**src/rtl/opb_multireg_pkg.sv**
```systemverilog
// Shared constants and helpers for the multi-channel simulink-to-PPC register bank.
package opb_multireg_pkg;

    typedef enum logic {
        ST_IDLE = 1'b0,
        ST_ACK  = 1'b1
    } opb_state_e;

    // CTRL/STATUS field positions as numeric bit indices (OPB bit 31 is numeric bit 0)
    localparam int CTRL_ARM_BIT   = 0;
    localparam int CTRL_MODE_BIT  = 1;
    localparam int CTRL_DONE_BIT  = 2;
    localparam int CTRL_COUNT_LSB = 16;
    localparam int CTRL_COUNT_W   = 16;

    // CTRL/STATUS sits directly after the last snapshot channel
    function automatic int ctrl_offset(input int num_regs);
        return num_regs;
    endfunction

    function automatic logic addr_in_range(input logic [31:0] addr,
                                           input logic [31:0] base,
                                           input logic [31:0] high);
        return (addr >= base) && (addr <= high);
    endfunction

endpackage

```
**src/rtl/opb_multireg_capture.sv**
```systemverilog
// Coherent snapshot of all user channels plus arm/mode/done/count control state.
module opb_multireg_capture
    import opb_multireg_pkg::*;
#(
    parameter int C_NUM_REGS   = 4,
    parameter int C_USER_WIDTH = 32
) (
    input  logic                                   clk,
    input  logic                                   rst,
    input  logic [C_NUM_REGS*C_USER_WIDTH-1:0]     user_data_in,
    input  logic                                   user_valid,
    input  logic                                   ctrl_wr,
    input  logic                                   wr_arm,
    input  logic                                   wr_mode,
    output logic [C_NUM_REGS-1:0][C_USER_WIDTH-1:0] snap,
    output logic                                   armed,
    output logic                                   mode,
    output logic                                   done,
    output logic [CTRL_COUNT_W-1:0]                count
);

    // A strobe only captures if armed before this edge or running continuously;
    // an arm arriving on the same edge applies to later strobes only.
    logic capture;
    assign capture = user_valid & (armed | mode);

    // Snapshot load and control-state update on each strobe / CTRL write
    always_ff @(posedge clk) begin
        if (rst) begin
            snap  <= '0;
            armed <= 1'b0;
            mode  <= 1'b0;
            done  <= 1'b0;
            count <= '0;
        end else begin
            if (capture) begin
                snap  <= user_data_in;
                count <= count + 1'b1;
            end
            // a software arm beats the one-shot self-clear
            if (ctrl_wr && wr_arm) begin
                armed <= 1'b1;
            end else if (capture && !mode) begin
                armed <= 1'b0;
            end
            if (capture) begin
                done <= 1'b1;
            end else if (ctrl_wr && wr_arm) begin
                done <= 1'b0;
            end
            if (ctrl_wr) begin
                mode <= wr_mode;
            end
        end
    end

endmodule

```
**src/rtl/opb_multireg_simulink2ppc.sv**
```systemverilog
// OPB slave exposing C_NUM_REGS coherently captured user channels plus CTRL/STATUS.
module opb_multireg_simulink2ppc
    import opb_multireg_pkg::*;
#(
    parameter logic [31:0] C_BASEADDR   = 32'h01094800,
    parameter logic [31:0] C_HIGHADDR   = 32'h010948FF,
    parameter int          C_OPB_AWIDTH = 32,
    parameter int          C_OPB_DWIDTH = 32,
    parameter int          C_NUM_REGS   = 4,
    parameter int          C_USER_WIDTH = 32,
    parameter              C_FAMILY     = "virtex5"
) (
    input  logic                               OPB_Clk,
    input  logic                               OPB_Rst,
    input  logic [0:C_OPB_AWIDTH-1]            OPB_ABus,
    input  logic [0:3]                         OPB_BE,
    input  logic [0:C_OPB_DWIDTH-1]            OPB_DBus,
    input  logic                               OPB_RNW,
    input  logic                               OPB_select,
    input  logic                               OPB_seqAddr,
    output logic [0:C_OPB_DWIDTH-1]            Sl_DBus,
    output logic                               Sl_xferAck,
    output logic                               Sl_errAck,
    output logic                               Sl_retry,
    output logic                               Sl_toutSup,
    input  logic [C_NUM_REGS*C_USER_WIDTH-1:0] user_data_in,
    input  logic                               user_valid,
    output logic                               snap_armed
);

    localparam int CTRL_OFF = ctrl_offset(C_NUM_REGS);
    localparam logic [55:0] family_unused = C_FAMILY;

    // Numeric (LSB = bit 0) views of the big-endian OPB buses
    logic [31:0] addr;
    logic [31:0] wdata;
    logic [3:0]  be;
    logic [31:0] byte_off;
    logic [29:0] word_off;
    logic        hit;
    logic        start;
    logic        unused_bits;

    assign addr     = OPB_ABus;
    assign wdata    = OPB_DBus;
    assign be       = OPB_BE;
    assign byte_off = addr - C_BASEADDR;
    assign word_off = byte_off[31:2];
    assign hit      = OPB_select & addr_in_range(addr, C_BASEADDR, C_HIGHADDR);

    assign unused_bits = ^{OPB_seqAddr, be[3:1], wdata[31:2], byte_off[1:0]};

    assign Sl_errAck  = 1'b0;
    assign Sl_retry   = 1'b0;
    assign Sl_toutSup = 1'b0;

    logic [C_NUM_REGS-1:0][C_USER_WIDTH-1:0] snap;
    logic                                   armed;
    logic                                   mode;
    logic                                   done;
    logic [CTRL_COUNT_W-1:0]                count;
    logic                                   ctrl_wr_p1;
    logic                                   wr_arm_p1;
    logic                                   wr_mode_p1;

    opb_multireg_capture #(
        .C_NUM_REGS   (C_NUM_REGS),
        .C_USER_WIDTH (C_USER_WIDTH)
    ) u_capture (
        .clk          (OPB_Clk),
        .rst          (OPB_Rst),
        .user_data_in (user_data_in),
        .user_valid   (user_valid),
        .ctrl_wr      (ctrl_wr_p1),
        .wr_arm       (wr_arm_p1),
        .wr_mode      (wr_mode_p1),
        .snap         (snap),
        .armed        (armed),
        .mode         (mode),
        .done         (done),
        .count        (count)
    );

    assign snap_armed = armed;

    opb_state_e state_p1;
    opb_state_e state_nxt;

    assign Sl_xferAck = (state_p1 == ST_ACK);
    assign start      = (state_p1 == ST_IDLE) && hit && !Sl_xferAck;

    // FSM state register
    always_ff @(posedge OPB_Clk) begin
        if (OPB_Rst) begin
            state_p1 <= ST_IDLE;
        end else begin
            state_p1 <= state_nxt;
        end
    end

    // Next state: every hit gets exactly one ACK cycle, then a forced idle cycle
    always_comb begin
        state_nxt = state_p1;
        case (state_p1)
            ST_IDLE: if (hit && !Sl_xferAck) state_nxt = ST_ACK;
            ST_ACK:  state_nxt = ST_IDLE;
            default: state_nxt = ST_IDLE;
        endcase
    end

    // Read mux from the decoded offset; unmapped in-range offsets read 0
    logic [31:0] rd_data;
    always_comb begin
        rd_data = '0;
        for (int i = 0; i < C_NUM_REGS; i++) begin
            if (word_off == 30'(i)) begin
                rd_data = 32'(snap[i]);
            end
        end
        if (word_off == 30'(CTRL_OFF)) begin
            rd_data[CTRL_COUNT_LSB +: CTRL_COUNT_W] = count;
            rd_data[CTRL_DONE_BIT]                  = done;
            rd_data[CTRL_MODE_BIT]                  = mode;
            rd_data[CTRL_ARM_BIT]                   = armed;
        end
    end

    // Register read data and the pending CTRL write at IDLE->ACK; both drop after ACK
    logic [31:0] dbus_p1;
    always_ff @(posedge OPB_Clk) begin
        if (OPB_Rst) begin
            dbus_p1    <= '0;
            ctrl_wr_p1 <= 1'b0;
        end else if (start) begin
            dbus_p1    <= OPB_RNW ? rd_data : 32'h0;
            ctrl_wr_p1 <= !OPB_RNW && (word_off == 30'(CTRL_OFF)) && be[0];
        end else begin
            dbus_p1    <= '0;
            ctrl_wr_p1 <= 1'b0;
        end
    end

    // CTRL write payload, qualified by ctrl_wr_p1
    always_ff @(posedge OPB_Clk) begin
        if (start) begin
            wr_arm_p1  <= wdata[CTRL_ARM_BIT];
            wr_mode_p1 <= wdata[CTRL_MODE_BIT];
        end
    end

    assign Sl_DBus = dbus_p1;

endmodule

```
**config.mk**
```make
export PLATFORM = sky130hd
export DESIGN_NAME = opb_multireg_simulink2ppc
export DESIGN_NICKNAME = d
export VERILOG_FILES = /design/src/rtl/opb_multireg_pkg.sv /design/src/rtl/opb_multireg_capture.sv /design/src/rtl/opb_multireg_simulink2ppc.sv
export SDC_FILE = /design/constraint.sdc
export NUM_CORES = 1
export LEC_CHECK = 0
export CORE_MARGIN = 2
export CORE_UTILIZATION = 30
export CTS_CLUSTER_DIAMETER = 40
export DETAILED_ROUTE_END_ITERATION = 8
export PLACE_DENSITY = 0.64
export SYNTH_ARGS = -nofsm -noshare
export SYNTH_HDL_FRONTEND = slang
export SYNTH_SLANG_ARGS = --single-unit
```
**constraint.sdc**
```tcl
create_clock -name OPB_Clk -period 4.3 [get_ports OPB_Clk]
set_clock_uncertainty 0.05 [all_clocks]
set_input_delay 0.86 -clock OPB_Clk [delete_from_list [all_inputs] [get_ports OPB_Clk]]
set_output_delay 0.86 -clock OPB_Clk [all_outputs]
set_load 0.005 [all_outputs]
```
==> impl_metrics.py <==
metrics = {
    "status": {
        "status": "finished, final reports clean",
    },
    "final_layout": {
        "most_frequent_cells_in_the_layout": "nand2_1 (273), clkdlybuf4s50_1 (196), dfxtp_1 (181), a21oi_1 (141), nor3_1 (26)",
        "fill_cells": 2567,
        "final_common_cell": "nand2_1",
        "post_route_cells_drive_above_1_share_pct": 8.75,
        "utilization_pct": 41.4,
        "num-nets-final": 1300,
        "area_growth_pct": 36.3,
        "antenna_cells_inserted": 0,
    },
    "pwr": {
        "power_frac_seq_pct": 47.0,
        "vdd_drop_max_uv": 191,
        "static_leakage_nw": 3.47,
        "comb_power_share_pct": 7.9,
        "switching_power_mw": 0.785,
        "cell_area_power_density_nw_per_um2": 336,
        "switching_share_pct": 21.7,
        "intPower_mw": 2.82,
        "power.clock.fraction_pct": 45.1,
    },
    "synthesis": {
        "synth_warnings": 0,
        "ys_ff_latch": 183,
        "library_cells_used_by_synthesis": 58,
        "async_flop_share_pct": 0,
        "syn_area_per_cell_um2": 8.37,
        "top_reg_cell_synth": "dfxtp_1",
        "synth_area_leaders": "dfxtp_1 (46%), nand2_1 (13%), a21oi_1 (9.0%), mux4_2 (3.7%), clkbuf_1 (3.4%)",
        "synthesis.area_um2": 7880,
        "synth_edf_count": 2,
        "yosys.area.top_type": "dfxtp_1",
        "synth_sequential_area_ratio_pct": 46.8,
        "synthDominantCellAreaShare_pct": 46.0,
        "synth_cells": 941,
    },
    "detailed_routing": {
        "firstDrtPassIters": 6,
        "post_drt_via_cell_ratio": 4.94,
        "detail_route.iter0.violations": 498,
        "post-route-drc-count": 0,
        "detail_route.wl_per_cell_um": 16.4,
        "total_number_of_vias": 7130,
        "detail-route-antenna-nets": 0,
        "routed_wl_mm": 23.7,
    },
    "placement": {
        "port_buffers": 199,
        "place.detailed.hpwl_mm": 16.4,
        "gp_congestion": 0.843,
    },
    "worst_setup_path": {
        "worstSetupStartpoint": "OPB_ABus[11]",
        "worst-r2r-setup-slack_ns": 2.06,
        "timing.reg2reg.worst_path_depth": 4,
        "critical_path_arrival_ns": 3.92,
        "timing.critical_path.from_type": "input pin",
        "critical_path.endpoint_type": "flop",
        "critical_path_class": "input pin to flop",
        "regToRegStartpoint": "u_capture.armed",
        "worstPathRequired_ns": 4.60,
        "worstSetupEndpoint": "Sl_DBus[29]",
        "worst_r2r_endpoint": "u_capture.count[0]",
        "crit_fanout": 19,
    },
    "floorplan": {
        "die_outline_area_um2": 27600,
        "floorplan.die.height_um": 166,
        "top_level_ports": 239,
        "core_area_um2": 25900,
        "initial_core_util_pct": 30.4,
        "rows": 59,
        "fp.dieW_um": 166,
    },
    "clocking": {
        "cts.path.max_buffers": 2,
        "clkSinkCount": 183,
        "post_cts_buffers": 0,
        "worstSkewPairLatency_ns": 0.42,
        "postCtsResizedCells": 0,
        "tritoncts": "done",
        "number_of_hold_repair_buffers_added_at_the_cts_stage": 0,
        "cts_root_buf": "clkbuf_16",
        "htree_levels": 4,
        "clk_pin_slew_worst_paths_ns": 0.07,
        "numCtsBuffers": 17,
    },
    "sta": {
        "finalHoldViolations": 0,
        "post-route-min-period_ns": 3.61,
        "finalSetupTns_ns": 0,
        "timing.slew.headroom_pct": 15.0,
        "grt_setup_unrepaired": "false",
        "post-route-period-util_pct": 84.0,
        "setup_viol": 0,
        "max_freq_mhz": 277,
        "slew_violations": 0,
        "timing_worst_slew_pin_value_ns": 1.27,
    },
    "run": {
        "maxCapViolCount": 0,
    },
    "hold_path": {
        "hold_class": "flop to flop",
    },
    "grt": {
        "gr-total-overflow": 0,
        "antenna_violations_before_repair": 0,
        "grt_max_degree": 95,
        "grt.total_usage_pct": 16.8,
        "first_global_vias": 6897,
        "grt_pass1_wl_mm": 37.2,
    },
}
==> per-layer routing <==
layer | GRT usage [%] | wire length, um
met5 | 0 | 0
met4 | 3.74 | 239
met3 | 3.22 | 1110
met1 | 22.9 | 11200
met2 | 27.7 | 11100
==> metrics by stage <==
step	instances	power (mW)	setup WS [ns]	cell area (um^2)	hold slack, ns
final	1443	3.61	0.687	10700	0.402
after global routing	1443	3.73	0.511	10700	0.418
after CTS	1443	3.65	0.664	10700	0.400
after detailed placement	1412	2.02	0.214	10100	0.391
after global placement	1412	2.02	0.274	10100	0.390
after floorplan	943	1.82	1.09	7890	0.381
==> layout make-up <==
class | instances | area, um^2 | share of cell area (%)
Clock buffer | 21 | 470 | 4.38
Clock inverter | 10 | 143 | 1.33
Inverter | 7 | 26.3 | 0.245
Multi-Input combinational cell | 673 | 3890 | 36.2
Sequential cell | 183 | 3680 | 34.3
Tap cell | 335 | 419 | 3.90
Timing Repair Buffer | 214 | 2100 | 19.6
==> logic make-up (layout without fill, tap and decap cells) <==
logic type / Yosys count / in the layout / synth area share [%]
and+or+nand+nor: 417 / 417 / 24.9
buffers and inverters: 87 / 252 / 4.43
DFF: 183 / 183 / 46.8
xor gates and xnor gates: 16 / 16 / 1.78
AOI/OAI and AO/OA: 202 / 202 / 15.2
adders and majority gates: 2 / 2 / 0.318
other: 1 / 3 / 0.0476
muxes: 33 / 33 / 6.56
==> worst min-delay path by stage <==
stage                              startpoint                   to  depth (start not counted)
after floorplan           u_capture.snap[112]  u_capture.snap[112]                          2
after global placement     u_capture.snap[58]   u_capture.snap[58]                          2
after detailed placement  u_capture.snap[117]  u_capture.snap[117]                          2
after CTS                 u_capture.snap[117]  u_capture.snap[117]                          2
after global routing      u_capture.snap[115]  u_capture.snap[115]                          2
final                      u_capture.snap[62]   u_capture.snap[62]                          2
==> sequential cells by signal (all words and copies together), names as in the netlist <==
name,count
u_capture.mode,1
Sl_xferAck,1
u_capture.armed,1
wr_mode_p1,1
u_capture.count,16
Sl_DBus,32
ctrl_wr_p1,1
u_capture.done,1
u_capture.snap,128
wr_arm_p1,1
==> cell usage after synthesis, types with 4 or more instances <==
cell	count
a21oi_1	141
a32o_1	19
and4_1	16
clkbuf_1	71
dfxtp_1	181
inv_1	6
mux2_2	19
mux4_2	13
nand2_1	273
nand2b_1	4
nand3_1	5
nand4_1	5
nor2_1	20
nor3_1	27
o21ai_0	6
o22ai_1	19
or3_1	24
or4_1	20
xnor2_1	5
xor2_1	11
==> critical path, cell delays in order <==
cell             delay [ns]
clkdlybuf4s50_1        0.49
or4_4                  0.61
o21ai_1                0.22
a31oi_4                0.08
a22o_1                 0.27
a211oi_2               0.95
or3_1                  0.24
a32o_1                 0.19
==> power groups by stage <==
stage          Clock (mW)  Sequential [mW]  Combinational [mW]
2_1_floorplan           0             1.74              0.0890
3_3_place_gp            0             1.74               0.285
3_5_place_dp            0             1.74               0.285
4_1_cts              1.67             1.70               0.287
5_1_grt              1.73             1.70               0.304
6_report             1.63             1.70               0.285
(Power assumes the default switching activity.)
